### config.mk
export PLATFORM = sky130hd
export DESIGN_NAME = epochtv1_vram_arb
export DESIGN_NICKNAME = d
export VERILOG_FILES = /design/src/rtl/epochtv1_vram_arb.sv
export SDC_FILE = /design/constraint.sdc
export NUM_CORES = 1
export LEC_CHECK = 0
export ABC_CLOCK_PERIOD_IN_PS = 2100
export BUFFER_PORTS_ARGS = -buffer_cell sky130_fd_sc_hd__buf_2
export CAP_MARGIN = 20
export CORE_UTILIZATION = 30
export DETAILED_ROUTE_END_ITERATION = 10
export SLEW_MARGIN = 20
export SYNTH_ARGS = -nofsm -noshare
export SYNTH_HDL_FRONTEND = slang
export SYNTH_SLANG_ARGS = --single-unit
export TNS_END_PERCENT = 100
### constraint.sdc
create_clock -name CLK -period 2.1 [get_ports CLK]
set_input_delay 0.42 -clock CLK [delete_from_list [all_inputs] [get_ports CLK]]
set_output_delay 0.42 -clock CLK [all_outputs]
set_load 0.1 [all_outputs]
### src/rtl/epochtv1_vram_arb.sv
// VRAM bank arbiter: two 2 KiB banks shared between CPU bus accesses and render fetches.
// The renderer always wins its bank; the CPU waits only while the renderer occupies its target bank.
module epochtv1_vram_arb #(
   parameter int unsigned STALL_MAX = 64
) (
   input  logic        CLK,
   input  logic        RESB,
   input  logic        cpu_req,
   input  logic        cpu_we,
   input  logic [11:0] cpu_addr,
   input  logic [7:0]  cpu_wdata,
   output logic        cpu_busy,
   output logic        cpu_ack,
   output logic [7:0]  cpu_rdata,
   output logic        cpu_starve,
   input  logic        ren_req,
   input  logic [11:0] ren_addr,
   output logic        ren_valid,
   output logic [7:0]  ren_rdata,
   output logic        vram_sel_cpu,
   output logic [10:0] vram_a_addr,
   output logic        vram_a_we,
   output logic [7:0]  vram_a_din,
   input  logic [7:0]  vram_a_dout,
   output logic [10:0] vram_b_addr,
   output logic        vram_b_we,
   output logic [7:0]  vram_b_din,
   input  logic [7:0]  vram_b_dout
);

   typedef enum logic [1:0] {S_IDLE, S_PEND, S_WAITD, S_ACK} state_e;

   localparam logic [7:0] STALL_LIM = 8'(STALL_MAX);

   state_e      state_q;
   logic        lat_we_q;
   logic [11:0] lat_addr_q;
   logic [7:0]  lat_wdata_q;
   logic [7:0]  wait_cnt_q, wait_cnt_d;
   logic        starve_q;
   logic [7:0]  cpu_rdata_q;
   logic        ren_valid_q, ren_bank_q;
   logic [10:0] a_addr_q, b_addr_q;

   logic ren_a, ren_b, conflict, grant, grant_a, grant_b;

   assign ren_a    = ren_req & ~ren_addr[11];
   assign ren_b    = ren_req &  ren_addr[11];
   assign conflict = ren_req & (ren_addr[11] == lat_addr_q[11]);
   assign grant    = (state_q == S_PEND) & ~conflict;
   assign grant_a  = grant & ~lat_addr_q[11];
   assign grant_b  = grant &  lat_addr_q[11];

   // Renderer takes its bank first; an unused port keeps its previous address.
   always_comb begin
      // NOTE: every output gets a default first so no path leaves one unassigned (no latch).
      vram_a_addr = a_addr_q;
      vram_a_we   = 1'b0;
      vram_a_din  = lat_wdata_q;
      vram_b_addr = b_addr_q;
      vram_b_we   = 1'b0;
      vram_b_din  = lat_wdata_q;
      if (ren_a) begin
         vram_a_addr = ren_addr[10:0];
      end else if (grant_a) begin
         vram_a_addr = lat_addr_q[10:0];
         vram_a_we   = lat_we_q;
      end
      if (ren_b) begin
         vram_b_addr = ren_addr[10:0];
      end else if (grant_b) begin
         vram_b_addr = lat_addr_q[10:0];
         vram_b_we   = lat_we_q;
      end
   end

   always_comb begin
      wait_cnt_d = wait_cnt_q;
      if (state_q == S_ACK) begin
         wait_cnt_d = 8'h00;
      end else if ((state_q == S_PEND) && !grant && (wait_cnt_q != 8'hFF)) begin
         wait_cnt_d = wait_cnt_q + 8'h01;
      end
   end

   always_ff @(posedge CLK or negedge RESB) begin
      if (!RESB) begin
         state_q     <= S_IDLE;
         lat_we_q    <= 1'b0;
         lat_addr_q  <= 12'h000;
         lat_wdata_q <= 8'h00;
         cpu_rdata_q <= 8'h00;
      end else begin
         // NOTE: state registers use non-blocking assignments so all updates see pre-edge values.
         case (state_q)
            S_IDLE: begin
               if (cpu_req) begin
                  lat_we_q    <= cpu_we;
                  lat_addr_q  <= cpu_addr;
                  lat_wdata_q <= cpu_wdata;
                  state_q     <= S_PEND;
               end
            end
            S_PEND: begin
               if (grant) state_q <= lat_we_q ? S_ACK : S_WAITD;
            end
            S_WAITD: begin
               cpu_rdata_q <= lat_addr_q[11] ? vram_b_dout : vram_a_dout;
               state_q     <= S_ACK;
            end
            S_ACK:   state_q <= S_IDLE;
            default: state_q <= S_IDLE;
         endcase
      end
   end

   always_ff @(posedge CLK or negedge RESB) begin
      if (!RESB) begin
         wait_cnt_q  <= 8'h00;
         starve_q    <= 1'b0;
         ren_valid_q <= 1'b0;
         ren_bank_q  <= 1'b0;
         a_addr_q    <= 11'h000;
         b_addr_q    <= 11'h000;
      end else begin
         wait_cnt_q  <= wait_cnt_d;
         if (wait_cnt_d > STALL_LIM) starve_q <= 1'b1;
         ren_valid_q <= ren_req;
         ren_bank_q  <= ren_addr[11];
         a_addr_q    <= vram_a_addr;
         b_addr_q    <= vram_b_addr;
      end
   end

   assign cpu_busy     = (state_q != S_IDLE);
   assign cpu_ack      = (state_q == S_ACK);
   assign cpu_rdata    = cpu_rdata_q;
   assign cpu_starve   = starve_q;
   assign vram_sel_cpu = grant;
   assign ren_valid    = ren_valid_q;
   // Bank RAM output already carries the one-cycle read latency; only the bank choice is registered.
   assign ren_rdata    = ren_valid_q ? (ren_bank_q ? vram_b_dout : vram_a_dout) : 8'h00;

endmodule

# Yosys cells after proc, flatten, opt, wreduce, memory -nomap -nowiden
# Index checks and enable logic that the tools add are counted.
# Widths: inputs -> output; s select.
# totals
memories,0
latch_bits,0
reg_bits,64
ram_bits,0
rom_bits,0
out_inout_bits,61
wordCells,53
input_bits,53
# classes
mux,17
reduce_logical,7
bitwise,9
order_cmp,1
addsub,1
eq_ne,7
shift,0
n_div,0
n_mul,0
# op_table
cell,n
$mux 11,4
$mux 8,5
$add 8x1->8 const B,1
$gt 8x7->1 const B,1
$ne 8x8->1 const B,1
$pmux 2 s4,1
$and 1x1->1,6
$mux 1,5
$eq 2x2->1 const B,2
$mux 2,2
$ne 2x2->1 const B,2
$reduce_and 2->1,2
$not 1->1,3
$eq 2x1->1 const B,1
$logic_and 1x1->1,2
$logic_not 2->1,1
$reduce_bool 2->1,1
$eq 1x1->1,1
$logic_not 1->1,1

# Longest topological paths before layout
# Gate-level depths: netlist of the first run.
# depth
depth_word,10
mapped_depth,8
ltp_nobuf,8

# Worst setup path after synthesis of the first run
# OpenSTA, ideal clock, no wires.
# synth_path
path_kind,flip-flop to output port
from,register state_q[1]
to,output port vram_sel_cpu
t_arrival_ns,2.919
t_required_ns,1.680
n_path_buf,0
path_stages_with_launch,4
slack_ns,-1.239
cell_sequence,dfrtp_1 > inv_1 > ha_1 > a21boi_0
# synth_via
elab_chain_cells,2
# synth_lines
element,line_no,source
start: declaration,35,state_e state_q;
start signal: assignment,105,if (grant) state_q <= lat_we_q ? S_ACK : S_WAITD;
$eq 2x1->1,50,assign grant = (state_q == S_PEND) & ~conflict;
$and 1x1->1,50,
end: declaration,20,"output logic vram_sel_cpu,"
# No other way between the ends.

# Final worst setup path of the first run
# layout_path
from,register state_q[0]
to,output port vram_a_addr[10]
# layout_via
elab_chain_cells,5
# layout_lines
element,line_no,source
$eq 2x1->1,50,
$and 1x1->1,50,
$and 1x1->1,51,assign grant_a = grant & ~lat_addr_q[11];
$mux 11,65,end else if (grant_a) begin
$mux 11,63,if (ren_a) begin
end: declaration,21,"output logic [10:0] vram_a_addr,"
# No other way between the ends.

==> results of run 1 <==
==> final timing paths <==
check,depth (start not counted),to,slack [ns],start
max,8,vram_a_addr[10],-0.21,state_q[0]$_DFFE_PN0P_
min,1,ren_valid$_DFF_PN0_,0.26,ren_req
max reg2reg,9,cpu_starve$_DFFE_PN0N_,-0.12,state_q[1]$_DFFE_PN0P_
min reg2reg,1,cpu_starve$_DFFE_PN0N_,0.48,cpu_starve$_DFFE_PN0N_
max in group asynchronous,3,lat_addr_q[0]$_DFFE_PN0P_,0.96,RESB
min in group asynchronous,2,a_addr_q[5]$_DFF_PN0_,0.51,RESB
==> Yosys cell counts <==
cell	instances	area share, %
a311oi_1	2	0.58
a31oi_1	2	0.41
nand2_1	51	6.3
a21boi_0	1	0.25
xnor2_2	1	0.54
a2bb2oi_1	1	0.29
and4_4	1	0.37
xnor2_1	1	0.29
and2_1	4	0.82
a211oi_1	1	0.25
inv_1	6	0.74
mux2_2	21	7.8
buf_6	1	0.37
nor2_1	16	2.0
mux2i_1	17	5.6
buf_4	8	2.0
a21oi_1	8	1.3
clkbuf_1	11	1.4
nor3b_1	1	0.25
nor2b_1	9	1.9
dfrtp_1	64	53
a211oi_2	2	0.82
or4_1	1	0.25
and4_1	2	0.58
nor3_1	2	0.33
a22oi_1	23	5.7
buf_1	1	0.12
ha_1	6	2.5
a221oi_1	1	0.29
nand3_1	3	0.49
a211o_1	2	0.58
xor2_1	4	1.2
and3_1	2	0.41
o21ai_0	2	0.33
clkbuf_2	1	0.16
a21o_1	1	0.25
==> through the flow <==
step           worst slack (ns)  instances  hold slack, ns  instance area [sq um]  setup TNS (ns)
6_report                 -0.214        552           0.262                   5030           -3.67
5_1_grt                  -0.303        552           0.248                   5030           -5.91
4_1_cts                  -0.239        549           0.248                   4980           -4.17
3_5_place_dp            -0.0639        529           0.356                   4500         -0.0881
3_3_place_gp            -0.0245        529           0.351                   4500         -0.0486
2_1_floorplan           -0.0520        280           0.124                   3300         -0.0520
==> layout by cell type (no fill, tap or decap), drive strengths merged, types with 3 or more instances in the layout <==
master / count
clkinv: 5
inv: 6
nor2b: 9
nand3: 3
dfrtp: 64
xor2: 4
mux2: 21
and2: 4
a211oi: 3
nor2: 16
buf: 141
and4: 3
mux2i: 17
nand2: 51
a22oi: 23
clkbuf: 12
a21oi: 8
ha: 6
==> cells by family after synthesis <==
kind of cell	Yosys count
buffers and inverters	28
adders and majority gates	6
xor gates and xnor gates	6
and+or+nand+nor	92
muxes	38
DFF	64
AOI/OAI and AO/OA	46
==> area by class of cell <==
| cell class | instances | area, sq um |
|---|---|---|
| Sequential cell | 64 | 1600 |
| Inverter | 6 | 22.5 |
| Tap cell | 133 | 166 |
| Clock buffer | 9 | 124 |
| Clock inverter | 7 | 96.3 |
| Fill cell | 882 | 4750 |
| Timing Repair Buffer | 145 | 1270 |
| Multi-Input combinational cell | 188 | 1750 |
==> sequential cells by signal, summed over array words and instances (netlist names) <==
name,count
cpu_rdata,8
ren_valid,1
lat_we_q,1
wait_cnt_q,8
state_q,2
lat_addr_q,12
ren_bank_q,1
a_addr_q,11
cpu_starve,1
vram_a_din,8
b_addr_q,11
==> repair_timing <==
| action | 4_1_cts | 5_1_grt |
|---|---|---|
| resized for setup | 65 | 8 |
| gates cloned | 1 | 0 |
| setup endpoints to repair | 31 | 28 |
| hold endpoints to repair | 13 | 0 |
| pin swaps | 9 | 2 |
| hold buffers | 1 | 0 |
| buffers inserted | 2 | 3 |
==> routing by layer <==
metal  part of all wire, %  up-vias  GRT usage (%)
li1                      -     1235              -
met1                    46     1235           21.1
met2                    46       84           24.7
met3                   6.3       12           3.86
met4                   1.7        0           6.81
met5                     0        -              0
==> flow_summary.ini, run 1 <==
[layout]
utilization_pct = 51.4
drive_above_1_share_pct = 63.7
syn2layout_area_growth_pct = 65.6
antenna_cells = 0
final_net_count = 473

[clock_tree]
clock_sinks = 64
path_clk_slew_ns = 0.07
max-clock-path-buffers = 2
clk_latency_ns = 0.34
cts_buffers = 9
cts_tree = yes
root_buffer = clkbuf_8
htreeDepth = 3

[flow_run]
cap_violations = 0

[route]
routedWlPerCell_um = 14.1
drtAntennaViolNets = 0
drc = 0
vias = 2566
firstDrtPassIters = 4
wl_um = 7770
drt_iter0_drc = 57
vias_per_cell = 4.65

[timing]
setup_slack_ns = -0.214
worst_pin_slew_ns = 0.510
min_period_over_period_pct = 110
hold_viol_final = 0
period_minus_slack_ns = 2.31
fmax_mhz = 432
maxSlewViolCount = 0
slew_headroom_pct = 66.0
final-setup-viol-count = 24
rsz0062_at_grt = yes
fin_worst_skew_ns = 0.00775

[placed_design]
port_buffers = 113
dp_hpwl_um = 5840
gp_congestion = 0.801

[run_status]
violations = setup timing
outcome = complete, but fails checks

[synthesis]
synthCells = 280
yosysWarnings = 0
post_synth.cell_area_avg_sq_um = 10.8
synthMuxAreaShare_pct = 13.4
yosys.area_share.simple_pct = 13.6
ys_seq_area_share_pct = 52.7
synthAdderAreaFrac_pct = 2.47
ys_ff_latch = 64
synth-compound-area-share_pct = 11.0
synth_xor_area_share_pct = 1.98
synth_top_family_by_area = simple AND/OR/NAND/NOR gates
syn-num-nets = 339
synth_cell_types = 36
synth_area_sq_um = 3040

[worst_setup_path]
path_max_fanout = 6
cp_slowest_cell = dfrtp_1
crit_arrival_ns = 1.89
cpLargestDelayFamily = simple AND/OR/NAND/NOR gates
crit_path_end_kind = output port
crit_chain = ha_4 -> buf_6 -> nor3b_4 -> nor2_2 -> buf_6 -> nand2_2 -> nand2_2 -> buf_12
critPathRequiredTime_ns = 1.68
path_buf_inv = 3
crit_type = reg2out
startpoint_type = register
cpPeakStageDelay_ns = 0.41

[floorplanning]
die_height_um = 103
io_pins = 114
die_area_sq_um = 10500
die_x_um = 103
start_util_pct = 31.1
rows = 36
coreArea_sq_um = 9770

[grt]
groute.usage.overall_pct = 15.9
grt_pass1_vias = 2656
grt_max_degree = 30
grt-ovfl-total = 0
grt_pass1_wl_um = 12900
antenna_found_initial = 0

[min_path]
min_path_type = in2reg
Power of run 1 is not shown: default switching activity piles up to over one toggle a cycle in this logic, so the estimate is an artifact.
==> inputs of run 2 (changes only) <==
Settings changed: SETUP_SLACK_MARGIN set to 0.05.
==> flow_summary.ini, run 2 (synthesis results as in run 1) <==
[layout]
utilization_pct = 52.4
syn2layout_area_growth_pct = 68.5
layout_common_cells = buf_2 (84), dfrtp_1 (61), buf_4 (32), nand2_4 (31), buf_12 (28)
reg.largest.list = lat_addr_q x12, a_addr_q x11, b_addr_q x11
antenna_cells = 0
final_common_cell = buf_2
final_net_count = 479
largest_register_ffs = 12
drive_above_1_share_pct = 64.2
top_register = lat_addr_q
design_area_sq_um = 5120

[floorplanning]
coreArea_sq_um = 9770
rows = 36
io_pins = 114
die_height_um = 103
die_x_um = 103
die_area_sq_um = 10500
start_util_pct = 31.1

[route]
vias = 2622
drtAntennaViolNets = 0
vias_per_cell = 4.70
routedWlPerCell_um = 15.2
firstDrtPassIters = 4
drt_iter0_drc = 48
wl_um = 8460
drc = 0

[timing]
maxSlewViolCount = 0
hold_viol_final = 0
setup_slack_ns = -0.164
rsz0062_at_grt = yes
period_minus_slack_ns = 2.26
min_period_over_period_pct = 108
tns_ns = -3.45
final-setup-viol-count = 24
slew_headroom_pct = 55.7
fmax_mhz = 442
worst_pin_slew_ns = 0.664
fin_worst_skew_ns = 0.00969

[clock_tree]
clk_latency_ns = 0.35
htreeDepth = 3
clock_sinks = 64
ctsHoldBuffers = 0
cts_buffers = 9
max-clock-path-buffers = 2
path_clk_slew_ns = 0.08
root_buffer = clkbuf_8
cts_tree = yes

[placed_design]
gp_congestion = 0.764
dpl_cell_area_sq_um = 4550
dp_hpwl_um = 6030
port_buffers = 113

[worst_setup_path]
crit_arrival_ns = 1.84
crit_path_end = vram_a_addr[4]
timing.rr.end = cpu_starve$_DFFE_PN0N_
crit_path_end_kind = output port
r2r_slack_ns = -0.13
reg2reg_depth = 7
startpoint_type = register
path_max_fanout = 6
startpoint = state_q[1]$_DFFE_PN0P_
crit_type = reg2out
critPathRequiredTime_ns = 1.68
reg2reg_from = lat_addr_q[11]$_DFFE_PN0P_

[grt]
antenna_found_initial = 0
grt_pass1_wl_um = 13600
grt-ovfl-total = 0
grt_max_degree = 31
grt_pass1_vias = 2702
groute.usage.overall_pct = 17.2

[min_path]
min_path_type = in2async

[run_status]
outcome = complete, but fails checks
violations = setup timing

[flow_run]
cap_violations = 0
[run 2: changes by cell type in the layout (fill, tap and decap cells not counted), moves of 3 or more]
cell     previous run  this run
nand2_4            28        31
nand2_2            15         4
buf_2              79        84
buf_4              28        32
nand2_1             8        16
[run 2: timing repair]
| action | in CTS | in global routing |
|---|---|---|
| gates cloned | 1 | 0 |
| setup endpoints to repair | 33 | 28 |
| resized for setup | 58 | 15 |
| pin swaps | 5 | 11 |
| buffers inserted | 6 | 1 |
[run 2: cell type report]
type	count	area, sq um
clock inverters	7	72.6
well taps	133	166
repair buffers	151	1300
inverters	6	22.5
clock buffers	9	124
fillers	883	4660
multi-input cells	188	1830
flip-flops and latches	64	1610
[run 2: metrics by stage]
stage	hold WS (ns)	std cells	worst slack, ns
after floorplan	0.124	280	-0.0520
after global placement	0.465	534	-0.387
after detailed placement	0.464	534	-0.410
after CTS	0.110	557	-0.176
after global routing	0.122	558	-0.257
final	0.0933	558	-0.164
[run 2: worst min-delay path by stage]
stage                      startpoint                endpoint  slack [ns]  cells after the start
2_1_floorplan                    RESB   a_addr_q[0]$_DFF_PN0_        0.12                      0
3_3_place_gp   cpu_starve$_DFFE_PN0N_  cpu_starve$_DFFE_PN0N_        0.47                      1
3_5_place_dp   cpu_starve$_DFFE_PN0N_  cpu_starve$_DFFE_PN0N_        0.46                      1
4_1_cts                          RESB   a_addr_q[2]$_DFF_PN0_        0.11                      1
5_1_grt                          RESB   a_addr_q[1]$_DFF_PN0_        0.12                      1
6_report                         RESB   b_addr_q[2]$_DFF_PN0_        0.09                      1
[run 2: per-layer routing]
layer  share of wire, %  routed length [um]  GRT usage [%]  up-vias
met4                1.1                  97           6.59        0
li1                   -                   -              -     1240
met5                  0                   0              0        -
met1                 42                3540           21.1     1292
met2                 50                4230           28.3       79
met3                7.0                 588           5.63       11
[run 2: worst max-delay path: stages, from the launching register on]
cell     delay [ns]
dfrtp_1        0.39
inv_2          0.08
ha_4           0.14
nor3b_4        0.32
buf_6          0.19
a22oi_1        0.10
nand2_4        0.09
buf_12         0.17
Power of run 2 is left out for the same reason.
==> inputs of run 3 (changes only) <==
Settings changed: CORE_UTILIZATION 30 to 44, PLACE_DENSITY set to 0.76.
==> flow_summary.ini, run 3 (synthesis results as in run 1) <==
[placed_design]
port_buffers = 113
dp_hpwl_um = 5910
dpl_worst_slack_ns = -0.0835
gp_congestion = 0.847

[timing]
maxSlewViolCount = 0
min_period_over_period_pct = 111
fmax_mhz = 429
rsz0062_at_grt = yes
hold_slack_ns = 0.242
worst_pin_slew_ns = 0.488
tns_ns = -4.85
fin_worst_skew_ns = 0.00847
setup_slack_ns = -0.230
final-setup-viol-count = 25
slew_headroom_pct = 67.5
period_minus_slack_ns = 2.33
hold_viol_final = 0

[worst_setup_path]
path_buf_inv = 3
crit_type = reg2out
r2r_slack_ns = -0.16
crit_path_end_kind = output port
startpoint_type = register
crit_arrival_ns = 1.91
cp_slowest_cell = dfrtp_1
cpLargestDelayFamily = buffers and inverters
critPathRequiredTime_ns = 1.68
path_max_fanout = 4
cpPeakStageDelay_ns = 0.42
crit_chain = ha_4 -> buf_6 -> nand2_1 -> nor2_4 -> buf_4 -> a22oi_2 -> nand2_4 -> buf_12

[layout]
final_common_cell = buf_2
drive_above_1_share_pct = 67.6
antenna_cells = 0
layout_common_cells = buf_2 (80), dfrtp_1 (61), nand2_4 (35), buf_4 (34), buf_12 (28)
largest_register_ffs = 12
utilization_pct = 79.1
syn2layout_area_growth_pct = 69.2
fillers = 362
final_net_count = 483
top_register = lat_addr_q
reg.largest.list = lat_addr_q x12, a_addr_q x11, b_addr_q x11

[clock_tree]
htreeDepth = 3
path_clk_slew_ns = 0.07
cts_tree = yes
clk_latency_ns = 0.36
root_buffer = clkbuf_8
max-clock-path-buffers = 2
cts_buffers = 9
clock_sinks = 64

[floorplanning]
io_pins = 114
die_area_sq_um = 7240
die_x_um = 85.1
rows = 29
die_height_um = 85.1
coreArea_sq_um = 6490
start_util_pct = 46.8

[route]
routedWlPerCell_um = 18.6
drtAntennaViolNets = 0
vias_per_cell = 5.35
drt_iter0_drc = 122
wl_um = 9390
drc = 0
vias = 2709
firstDrtPassIters = 4

[flow_run]
cap_violations = 0

[grt]
antenna_found_initial = 0
grt_max_degree = 36
groute.usage.overall_pct = 27.5
grt_pass1_wl_um = 14900
grt_pass1_vias = 2940
grt-ovfl-total = 0

[run_status]
violations = setup timing
outcome = complete, but fails checks

[min_path]
min_path_type = in2reg
## run 3: timing repair
action | CTS | global route
setup endpoints to repair | 34 | 33
endpoints found under the hold margin | 5 | 0
pin swaps | 9 | 8
buffers inserted | 3 | 7
hold buffers | 1 | 0
gates resized for setup | 75 | 21
## run 3: per-layer routing
metal,share of wire (%),up-vias,wire length [um],GRT usage (%)
met2,53,99,4990,47.4
met3,6.3,16,591,8.37
met1,39,1346,3670,31.8
met4,1.5,0,142,12.0
li1,-,1248,-,-
met5,0,-,0,0
## run 3: final timing paths
| path | start | endpoint | cells after the start |
|---|---|---|---|
| max in group asynchronous | RESB | lat_addr_q[11]$_DFFE_PN0P_ | 3 |
| worst max-delay path | state_q[0]$_DFFE_PN0P_ | vram_b_addr[4] | 8 |
| worst min-delay path | ren_req | ren_valid$_DFF_PN0_ | 1 |
| min in group asynchronous | RESB | a_addr_q[8]$_DFF_PN0_ | 2 |
| worst min register to register | cpu_starve$_DFFE_PN0N_ | cpu_starve$_DFFE_PN0N_ | 1 |
| worst max register to register | state_q[0]$_DFFE_PN0P_ | cpu_starve$_DFFE_PN0N_ | 8 |
## run 3: area by class of cell
class / instances / area, sq um / area share [%]
multi-input cells: 188 / 1850 / 36.0
flip-flops and latches: 64 / 1610 / 31.2
repair buffers: 155 / 1340 / 26.1
clock buffers: 10 / 138 / 2.68
well taps: 77 / 96.3 / 1.88
clock inverters: 6 / 82.6 / 1.61
inverters: 6 / 22.5 / 0.438
## run 3: metrics by stage
stage / cells / area [sq um]
global route: 506 / 5140
global placement: 479 / 4470
detailed placement: 479 / 4470
CTS: 499 / 5010
floorplan: 280 / 3320
finish: 506 / 5140
Power of run 3 is left out for the same reason.
